[src/rtl/dcp_run_ctrl.sv]
// rtl/dcp_run_ctrl.sv - CPU clock execution controller: step, run-to-breakpoint, halt, cycle limit.
// Optional PC history (hist_sel/hist_pc) built only when DCP_PC_HIST_EN is defined.
module dcp_run_ctrl #(
    parameter int PULSE_HI = 1,
    parameter int PULSE_LO = 1
) (
    input  logic        clk,
    input  logic        rst,
    input  logic        cmd_vld,
    output logic        cmd_rdy,
    input  logic [1:0]  cmd_op,
    input  logic        halt,
    input  logic [1:0]  bp_en,
    input  logic [31:0] bp_1,
    input  logic [31:0] bp_2,
    input  logic [31:0] max_cycles,
    input  logic [31:0] pc_chk,
    output logic        clk_cpu,
    output logic        busy,
    output logic        done,
    output logic [2:0]  stop_cause,
    output logic [31:0] cycle_cnt
`ifdef DCP_PC_HIST_EN
    ,
    input  logic [1:0]  hist_sel,
    output logic [31:0] hist_pc
`endif
);

    typedef enum logic [2:0] {
        S_IDLE,
        S_HIGH,
        S_LOW,
        S_CHECK,
        S_DONE
    } state_t;

    localparam logic [31:0] HI_LAST = 32'(PULSE_HI - 1);
    localparam logic [31:0] LO_LAST = 32'(PULSE_LO - 1);

    state_t      state;
    logic [31:0] ph_cnt;
    logic        op_run;
    logic [1:0]  bp_en_q;
    logic [31:0] bp_1_q;
    logic [31:0] bp_2_q;
    logic [31:0] max_q;
    logic        halt_pend;

    assign cmd_rdy = (state == S_IDLE) && !rst;
    assign busy    = (state != S_IDLE);

    always_ff @(posedge clk) begin
        if (rst) begin
            state      <= S_IDLE;
            ph_cnt     <= 32'd0;
            op_run     <= 1'b0;
            bp_en_q    <= 2'b00;
            bp_1_q     <= 32'd0;
            bp_2_q     <= 32'd0;
            max_q      <= 32'd0;
            halt_pend  <= 1'b0;
            clk_cpu    <= 1'b0;
            done       <= 1'b0;
            stop_cause <= 3'd0;
            cycle_cnt  <= 32'd0;
        end else begin
            case (state)
                S_IDLE: begin
                    if (cmd_vld) begin
                        case (cmd_op)
                            2'b00, 2'b01: begin
                                op_run     <= cmd_op[0];
                                bp_en_q    <= bp_en;
                                bp_1_q     <= bp_1;
                                bp_2_q     <= bp_2;
                                max_q      <= max_cycles;
                                halt_pend  <= 1'b0;
                                stop_cause <= 3'd0;
                                // count is cleared and the first pulse counted in one step
                                cycle_cnt  <= 32'd1;
                                ph_cnt     <= 32'd0;
                                clk_cpu    <= 1'b1;
                                state      <= S_HIGH;
                            end
                            2'b10: begin
                                stop_cause <= 3'd5;
                                done       <= 1'b1;
                                state      <= S_DONE;
                            end
                            default: begin
                                stop_cause <= 3'd7;
                                done       <= 1'b1;
                                state      <= S_DONE;
                            end
                        endcase
                    end
                end
                S_HIGH: begin
                    if (halt) halt_pend <= 1'b1;
                    if (ph_cnt == HI_LAST) begin
                        ph_cnt  <= 32'd0;
                        clk_cpu <= 1'b0;
                        state   <= S_LOW;
                    end else begin
                        ph_cnt <= ph_cnt + 32'd1;
                    end
                end
                S_LOW: begin
                    if (halt) halt_pend <= 1'b1;
                    if (ph_cnt == LO_LAST) begin
                        ph_cnt <= 32'd0;
                        state  <= S_CHECK;
                    end else begin
                        ph_cnt <= ph_cnt + 32'd1;
                    end
                end
                S_CHECK: begin
                    if (halt) halt_pend <= 1'b1;
                    if (!op_run) begin
                        stop_cause <= 3'd1;
                        done       <= 1'b1;
                        state      <= S_DONE;
                    end else if (bp_en_q[0] && (pc_chk == bp_1_q)) begin
                        stop_cause <= 3'd2;
                        done       <= 1'b1;
                        state      <= S_DONE;
                    end else if (bp_en_q[1] && (pc_chk == bp_2_q)) begin
                        stop_cause <= 3'd3;
                        done       <= 1'b1;
                        state      <= S_DONE;
                    end else if (halt_pend) begin
                        stop_cause <= 3'd5;
                        done       <= 1'b1;
                        state      <= S_DONE;
                    end else if ((max_q != 32'd0) && (cycle_cnt >= max_q)) begin
                        stop_cause <= 3'd4;
                        done       <= 1'b1;
                        state      <= S_DONE;
                    end else begin
                        if (cycle_cnt != 32'hFFFF_FFFF) cycle_cnt <= cycle_cnt + 32'd1;
                        ph_cnt  <= 32'd0;
                        clk_cpu <= 1'b1;
                        state   <= S_HIGH;
                    end
                end
                S_DONE: begin
                    done      <= 1'b0;
                    halt_pend <= 1'b0;
                    state     <= S_IDLE;
                end
                default: state <= S_IDLE;
            endcase
        end
    end

`ifdef DCP_PC_HIST_EN
    logic [31:0] hist [4];

    // history survives command accepts so the host can inspect the last stop
    always_ff @(posedge clk) begin
        if (rst) begin
            for (int i = 0; i < 4; i++) hist[i] <= 32'd0;
        end else if (state == S_CHECK) begin
            hist[0] <= pc_chk;
            for (int i = 1; i < 4; i++) hist[i] <= hist[i-1];
        end
    end

    assign hist_pc = hist[hist_sel];
`endif

endmodule

[config.mk]
export PLATFORM = sky130hd
export DESIGN_NAME = dcp_run_ctrl
export DESIGN_NICKNAME = d
export VERILOG_FILES = /design/src/rtl/dcp_run_ctrl.sv
export SDC_FILE = /design/constraint.sdc
export NUM_CORES = 1
export LEC_CHECK = 0
export CORE_UTILIZATION = 51
export DETAILED_ROUTE_END_ITERATION = 8
export PLACE_DENSITY_LB_ADDON = 0.12
export SLEW_MARGIN = 20
export SYNTH_ARGS = -nofsm -noshare
export SYNTH_HDL_FRONTEND = slang
export SYNTH_SLANG_ARGS = --single-unit
[constraint.sdc]
create_clock -name clk -period 3.45 [get_ports clk]
set_input_delay 1.035 -clock clk [delete_from_list [all_inputs] [get_ports clk]]
set_output_delay 1.035 -clock clk [all_outputs]
set_load 0.1 [all_outputs]
==> results of run 1 <==
-- placed cells by master, fill, tap and decap left out, types with 13 or more instances in the layout --
| cell type | instances |
|---|---|
| a31oi_1 | 16 |
| dfxtp_1 | 171 |
| o31ai_1 | 18 |
| or4_1 | 17 |
| buf_4 | 72 |
| nand3_1 | 35 |
| o21ai_0 | 34 |
| ha_1 | 35 |
| a311oi_1 | 18 |
| nor3_1 | 13 |
| clkdlybuf4s50_1 | 134 |
| nand2_1 | 243 |
| clkbuf_16 | 17 |
| inv_1 | 38 |
| nand4_1 | 30 |
| or3_1 | 19 |
| nor4_1 | 29 |
| and3_1 | 19 |
| a21oi_1 | 159 |
| xor2_1 | 55 |
| nor2_1 | 36 |
-- logic make-up after synthesis --
logic type	after synthesis	synth area share
mux	1	0.00113
buf+inv	109	0.0487
xor+xnor	64	0.0630
compound gates	280	0.187
simple gates	483	0.263
flops	172	0.387
fa+ha+maj	35	0.0492
-- report_power, final --
group / switching [uW] / leakage [uW] / internal, uW
combinational: 631 / 0.00261 / 415
sequential: 88.4 / 0.00140 / 2090
clock: 905 / 0.000277 / 963
-- metrics by stage --
step                      TNS [ps]  cell area, um2  total power, uW
after CTS                        0           11500             5110
after detailed placement    -10240           10900             3250
after global routing             0           11500             5290
after global placement       -8730           10900             3240
final                            0           11500             5090
after floorplan                  0            8900             2840
-- area by class of cell --
cell class | instances | area, um2 | area share
multi-input cells | 863 | 5050 | 0.441
flip-flops and latches | 172 | 3440 | 0.300
clock buffers | 17 | 425 | 0.0371
well taps | 220 | 275 | 0.0240
clock inverters | 15 | 140 | 0.0122
repair buffers | 211 | 1980 | 0.173
inverters | 39 | 146 | 0.0128
-- worst reg2reg max path, stage by stage, from the launching register on --
cell       delay, ps
dfxtp_2          380
inv_1             90
ha_1             300
nand2b_4         150
a2111oi_4        340
nor3_1           100
or4_1            470
a41oi_4          250
a21oi_4          120
buf_4            170
buf_12           150
or4_1            520
a21oi_1          150
-- worst min-delay path by stage --
stage / slack (ps) / from / end
floorplan: 440 / bp_en_q[1]$_SDFFE_PP0P_ / bp_en_q[1]$_SDFFE_PP0P_
global placement: 450 / bp_en_q[0]$_SDFFE_PP0P_ / bp_en_q[0]$_SDFFE_PP0P_
detailed placement: 450 / bp_en_q[1]$_SDFFE_PP0P_ / bp_en_q[1]$_SDFFE_PP0P_
CTS: 470 / bp_en_q[0]$_SDFFE_PP0P_ / bp_en_q[0]$_SDFFE_PP0P_
global route: 480 / bp_1_q[28]$_SDFFE_PP0P_ / bp_1_q[28]$_SDFFE_PP0P_
finish: 470 / bp_1_q[15]$_SDFFE_PP0P_ / bp_1_q[15]$_SDFFE_PP0P_
-- sequential cells by signal (all words and copies together), names as in the netlist, 2 cells and up --
signal and count:
ph_cnt 32, max_q 32, bp_en_q 2, bp_2_q 32
bp_1_q 32, state 3, cycle_cnt 32, stop_cause 3
-- per-layer routing --
| metal | wire (um) | up-vias |
|---|---|---|
| met1 | 10800 | 4072 |
| li1 | - | 4392 |
| met4 | 738 | 0 |
| met2 | 12100 | 285 |
| met3 | 1400 | 47 |
| met5 | 0 | - |
==> metrics.txt, run 1 <==
Syn Inst Count 1,144; Reg-to-Reg End cycle_cnt[13]$_SDFFE_PP0P_; core area 16,800 um2; initial core utilization 0.529; num ports roughly 180; crit-path cells clkdlybuf4s50_1, buf_4, xor2_1, nor4_1, nand4_1, nor4_1, nor2_1, a21oi_4, buf_4, buf_12, o21ai_0, a21oi_1; vias in the first global route 8,060; Root Driver clkbuf_16; WHS Path Cells 2; Gates resized, CTS repair 0; CTS clock-pin slew for the worst setup and hold paths 70 ps; final worst slack between 150 and 200 ps; Power per Cell Area 444 nW/um2; Total Nets Final approximately 1,500; met1 usage 0.352; Layout Cells excl Fill 1,537; status complete, no violations; initial DRC count 540; DRC 0; routability congestion estimate 0.924; CP startpoint kind input port; largest fanout on the critical path 33; Max-Cap Viols 0; antenna diode count 0; drt pass-1 iters 5; Post-Syn Area 8890 um2; Post-CTS Repair Setup Buffers 0; layer with the highest usage met2; filler cell count 1,475; Post-synth top cells 244 x nand2_1, 172 x dfxtp_1, 159 x a21oi_1; Arr. time, crit path approximately 3600 ps; slowest stage cell, crit path nor4_1; final setup violation count 0; pre-CTS setup slack -222 ps; ys flop type dfxtp_1; final-report hold violation count 0; #FFs+latches synth 172; worst vdd ir 0.000360 V; FF-to-FF Start cycle_cnt[0]$_SDFFE_PP0P_; Setup Crit Path Kind input port to register; Area Overhead vs Synth 28.9%; Post-DP HPWL 18,400 um; fin. max-slew vios 0; Routed Antenna Nets 0; number of port buffers ~170; Synth async-reset ratio 0; Bufs on Longest Clock Path 2; first-pass GRT wire length 39,600 um; hold_buf cts 0; worst hold path class register to register; Slew @ Worst Pin between 700 and 800 ps; Tmin final 3260 ps; count leader, synth nand2_1; final core utilization 0.682; Worst-Skew Late Latency 430 ps; flop-to-flop setup slack 200 ps; total number of vias between 8,000 and 9,000; Rel. slew slack 0.482; routed vias/inst roughly 5.7; fmax 307 MHz; worst reg2reg path depth 12; CP endpoint kind register; Die W roughly 130 um; Total Wirelength 25,100 um; CP Launch Point pc_chk[9]; cell taking the most area after synthesis dfxtp_1; Synth area leaders dfxtp_1 39%, nand2_1 10%, a21oi_1 8.9%; Post-Place Cells 1,505; Core Rows 47; TritonCTS clock tree done; crit-path max cell delay 490 ps; fin crit share 0.945; total CTS buffers 17; worst setup path endpoint cycle_cnt[24]$_SDFFE_PP0P_; YS warnings 0; Seq/Total Area, Yosys 0.387; Critical Path RT 3810 ps; CP Depth 12; CTS Sinks 172; Hold WS 467 ps; layout cells sized above 1 0.0972; skew final 9.82 ps; Leakage 0.00429 uW; met3 Usage GRT 0.0465; antenna violations before repair 0; Netlist cell types 54; mean area per synthesized cell 7.78 um2; Remaining Overflow, GRT 0; met2 usage 0.471; GR Util All Layers 0.279; # H-tree levels 4; CP delay by family, top simple AND/OR/NAND/NOR gates; RSZ-0062 raised after global routing no; wire per inst around 16 um; share of the synthesized area in the top cell type 0.387; Buf+Inv Stages, Crit Path 4; die area 18,000 um2; largest net degree at the start of global routing 75; Die Span Y 134 um; Post-synth EDFFs 0; syn_nets roughly 1,300
No activity file was read; power rests on OpenSTA's default activity.
==> inputs of run 2 (changes only) <==
Settings changed: HOLD_SLACK_MARGIN from default to 0.06, RECOVER_POWER from default to 100.
==> run 2 against run 1 <==
Net effect:
- the flow now finishes with violations (capacitance limit, slew limit)
- register-to-register slack hardly changed
- clock power is essentially flat
- design area fell by 1.9%
- highest routed layer unchanged
- largest power group unchanged
- non-clock buffer count unchanged
- sequential share of layout area up 0.59 points
- die area stayed put
- sequential cell count stayed put
- fmax shrank 0.19%
- total power fell by 0.74%
==> metrics.txt, run 2 (synthesis results as in run 1) <==
routability congestion estimate 0.924 (unchanged); Setup Crit Path Kind input port to register; Arr. time, crit path 3580 ps (-40 ps); Worst-Skew Late Latency 430 ps (about the same); Max-Cap Viols 1 (+1); Root Driver clkbuf_16; Hold WS 467 ps (+0.0410 ps); drt pass-1 iters 5 (unchanged); filler cell count 1,539 (+4.3%); first-pass GRT wire length 39,600 um (unchanged); Remaining Overflow, GRT 0 (unchanged); Tmin final 3270 ps (+6.37 ps); Leakage 0.00409 uW (-4.6%); Total Wirelength 25,100 um (+0.24%); fin. max-slew vios 75 (+75); core area 16,800 um2 (unchanged); Rel. slew slack -0.0239 (-0.506); Slew @ Worst Pin 1540 ps (+759 ps); Die W 134 um (unchanged); number of port buffers 174 (unchanged); status finished with violations; fin crit share 0.947 (+0.00185); CP endpoint kind register; Routed Antenna Nets 0 (unchanged); Gates resized, CTS repair 0 (unchanged); layout cells sized above 1 0.0638 (-0.0334); setup tns final 0 ps (unchanged); TritonCTS clock tree done; hold_buf cts 0 (unchanged); initial core utilization 0.529 (unchanged); num ports 175 (unchanged); final setup violation count 0 (unchanged); CTS clock-pin slew for the worst setup and hold paths 70 ps (about the same); Core Rows 47 (unchanged); RSZ-0062 raised after global routing no; total number of vias 8,785 (-0.13%); total CTS buffers 17 (unchanged); Area Overhead vs Synth 26.4%; skew final 9.97 ps (+0.145 ps); Critical Path RT 3760 ps (-50 ps); final-report hold violation count 0 (unchanged); failing checks capacitance limit, slew limit; Bufs on Longest Clock Path 2 (unchanged); largest net degree at the start of global routing 75 (unchanged); register area 3440 um2 (unchanged); Power per Cell Area 449 nW/um2 (+1.2%); fmax 306 MHz (-0.19%); Post-CTS Repair Setup Buffers 0 (unchanged); Post-DP HPWL 18,400 um (unchanged); routed vias/inst 5.72 (-0.13%); # H-tree levels 4 (unchanged); commonest non-fill, non-tap cell in the layout nand2_1; worst vdd ir 0.000357 V (-0.89%); CTS Sinks 172 (unchanged); vias in the first global route 8,060 (unchanged); Die Span Y 134 um (unchanged); area occupied by multi-input gates 5040 um2 (-0.25%); DRC 0 (unchanged); wire per inst 16.3 um (+0.24%); Total Nets Final 1,475 (unchanged); antenna diode count 0 (unchanged); worst hold path class register to register; commonest cells after routing, fill and taps aside 244 x nand2_1, 171 x dfxtp_1, 159 x a21oi_1; largest fanout on the critical path 28 (-15%); CP startpoint kind input port; die area 18,000 um2 (unchanged); antenna violations before repair 0 (unchanged); initial DRC count 578 (+7.0%); GR Util All Layers 0.279 (unchanged)
[run 2: cell count changes in the layout (fill, tap and decap cells not counted), sizes merged]
cell	before	now
clkdlybuf4s50	134	133
clkbuf	17	66
dlygate4sd3	0	1
buf	77	28
[run 2: layout make-up]
| type | count | share of cell area |
|---|---|---|
| clock inverter | 15 | 0.0125 |
| clock buffer | 17 | 0.0378 |
| sequential | 172 | 0.306 |
| tap | 220 | 0.0245 |
| inverter | 39 | 0.0130 |
| timing repair buffer | 211 | 0.158 |
| multi-input combinational | 863 | 0.448 |
[run 2: worst max-delay path: stages]
cell and delay [ps]:
clkdlybuf4s50_1 450, xor2_1 170, nor4_1 360, nand4_1 170, nor4_1 410, nor2_1 180, a21oi_4 230, nor2_1 100
buf_12 180, a311oi_1 290
[run 2: power by group]
part / total [uW] / switching (uW) / leakage (uW) / internal, uW
Sequential: 2180 / 88.4 / 0.00140 / 2090
Clock: 1870 / 905 / 0.000277 / 963
Combinational: 1010 / 625 / 0.00242 / 382
Total: 5050 / 1620 / 0.00409 / 3430
[run 2: worst paths after layout]
kind                                   from                    endpoint  slack [ps]  depth (start not counted)
setup / recovery                 pc_chk[26]     ph_cnt[17]$_SDFFE_PP0P_         180                         10
hold / removal      bp_1_q[15]$_SDFFE_PP0P_     bp_1_q[15]$_SDFFE_PP0P_         470                          2
setup reg to reg  cycle_cnt[0]$_SDFFE_PP0P_  cycle_cnt[13]$_SDFFE_PP0P_         190                         12
hold reg to reg     bp_1_q[15]$_SDFFE_PP0P_     bp_1_q[15]$_SDFFE_PP0P_         470                          2
[run 2: routing by layer]
metal / vias up / GRT usage / part of all wire
met5: - / 0 / 0
met4: 0 / 0.114 / 0.029
met3: 43 / 0.0465 / 0.055
met2: 267 / 0.471 / 0.48
met1: 4081 / 0.352 / 0.43
li1: 4394 / - / -
[run 2: metrics by stage]
stage / setup WS (ps) / power (uW) / cell area, um2 / instances / util
finish: 184 / 5050 / 11200 / 1537 / 0.669
global route: 31.2 / 5250 / 11200 / 1537 / 0.669
CTS: 87.6 / 5110 / 11500 / 1537 / 0.681
detailed placement: -222 / 3250 / 10900 / 1505 / 0.647
global placement: -191 / 3240 / 10900 / 1505 / 0.647
floorplan: 85.6 / 2840 / 8900 / 1144 / -
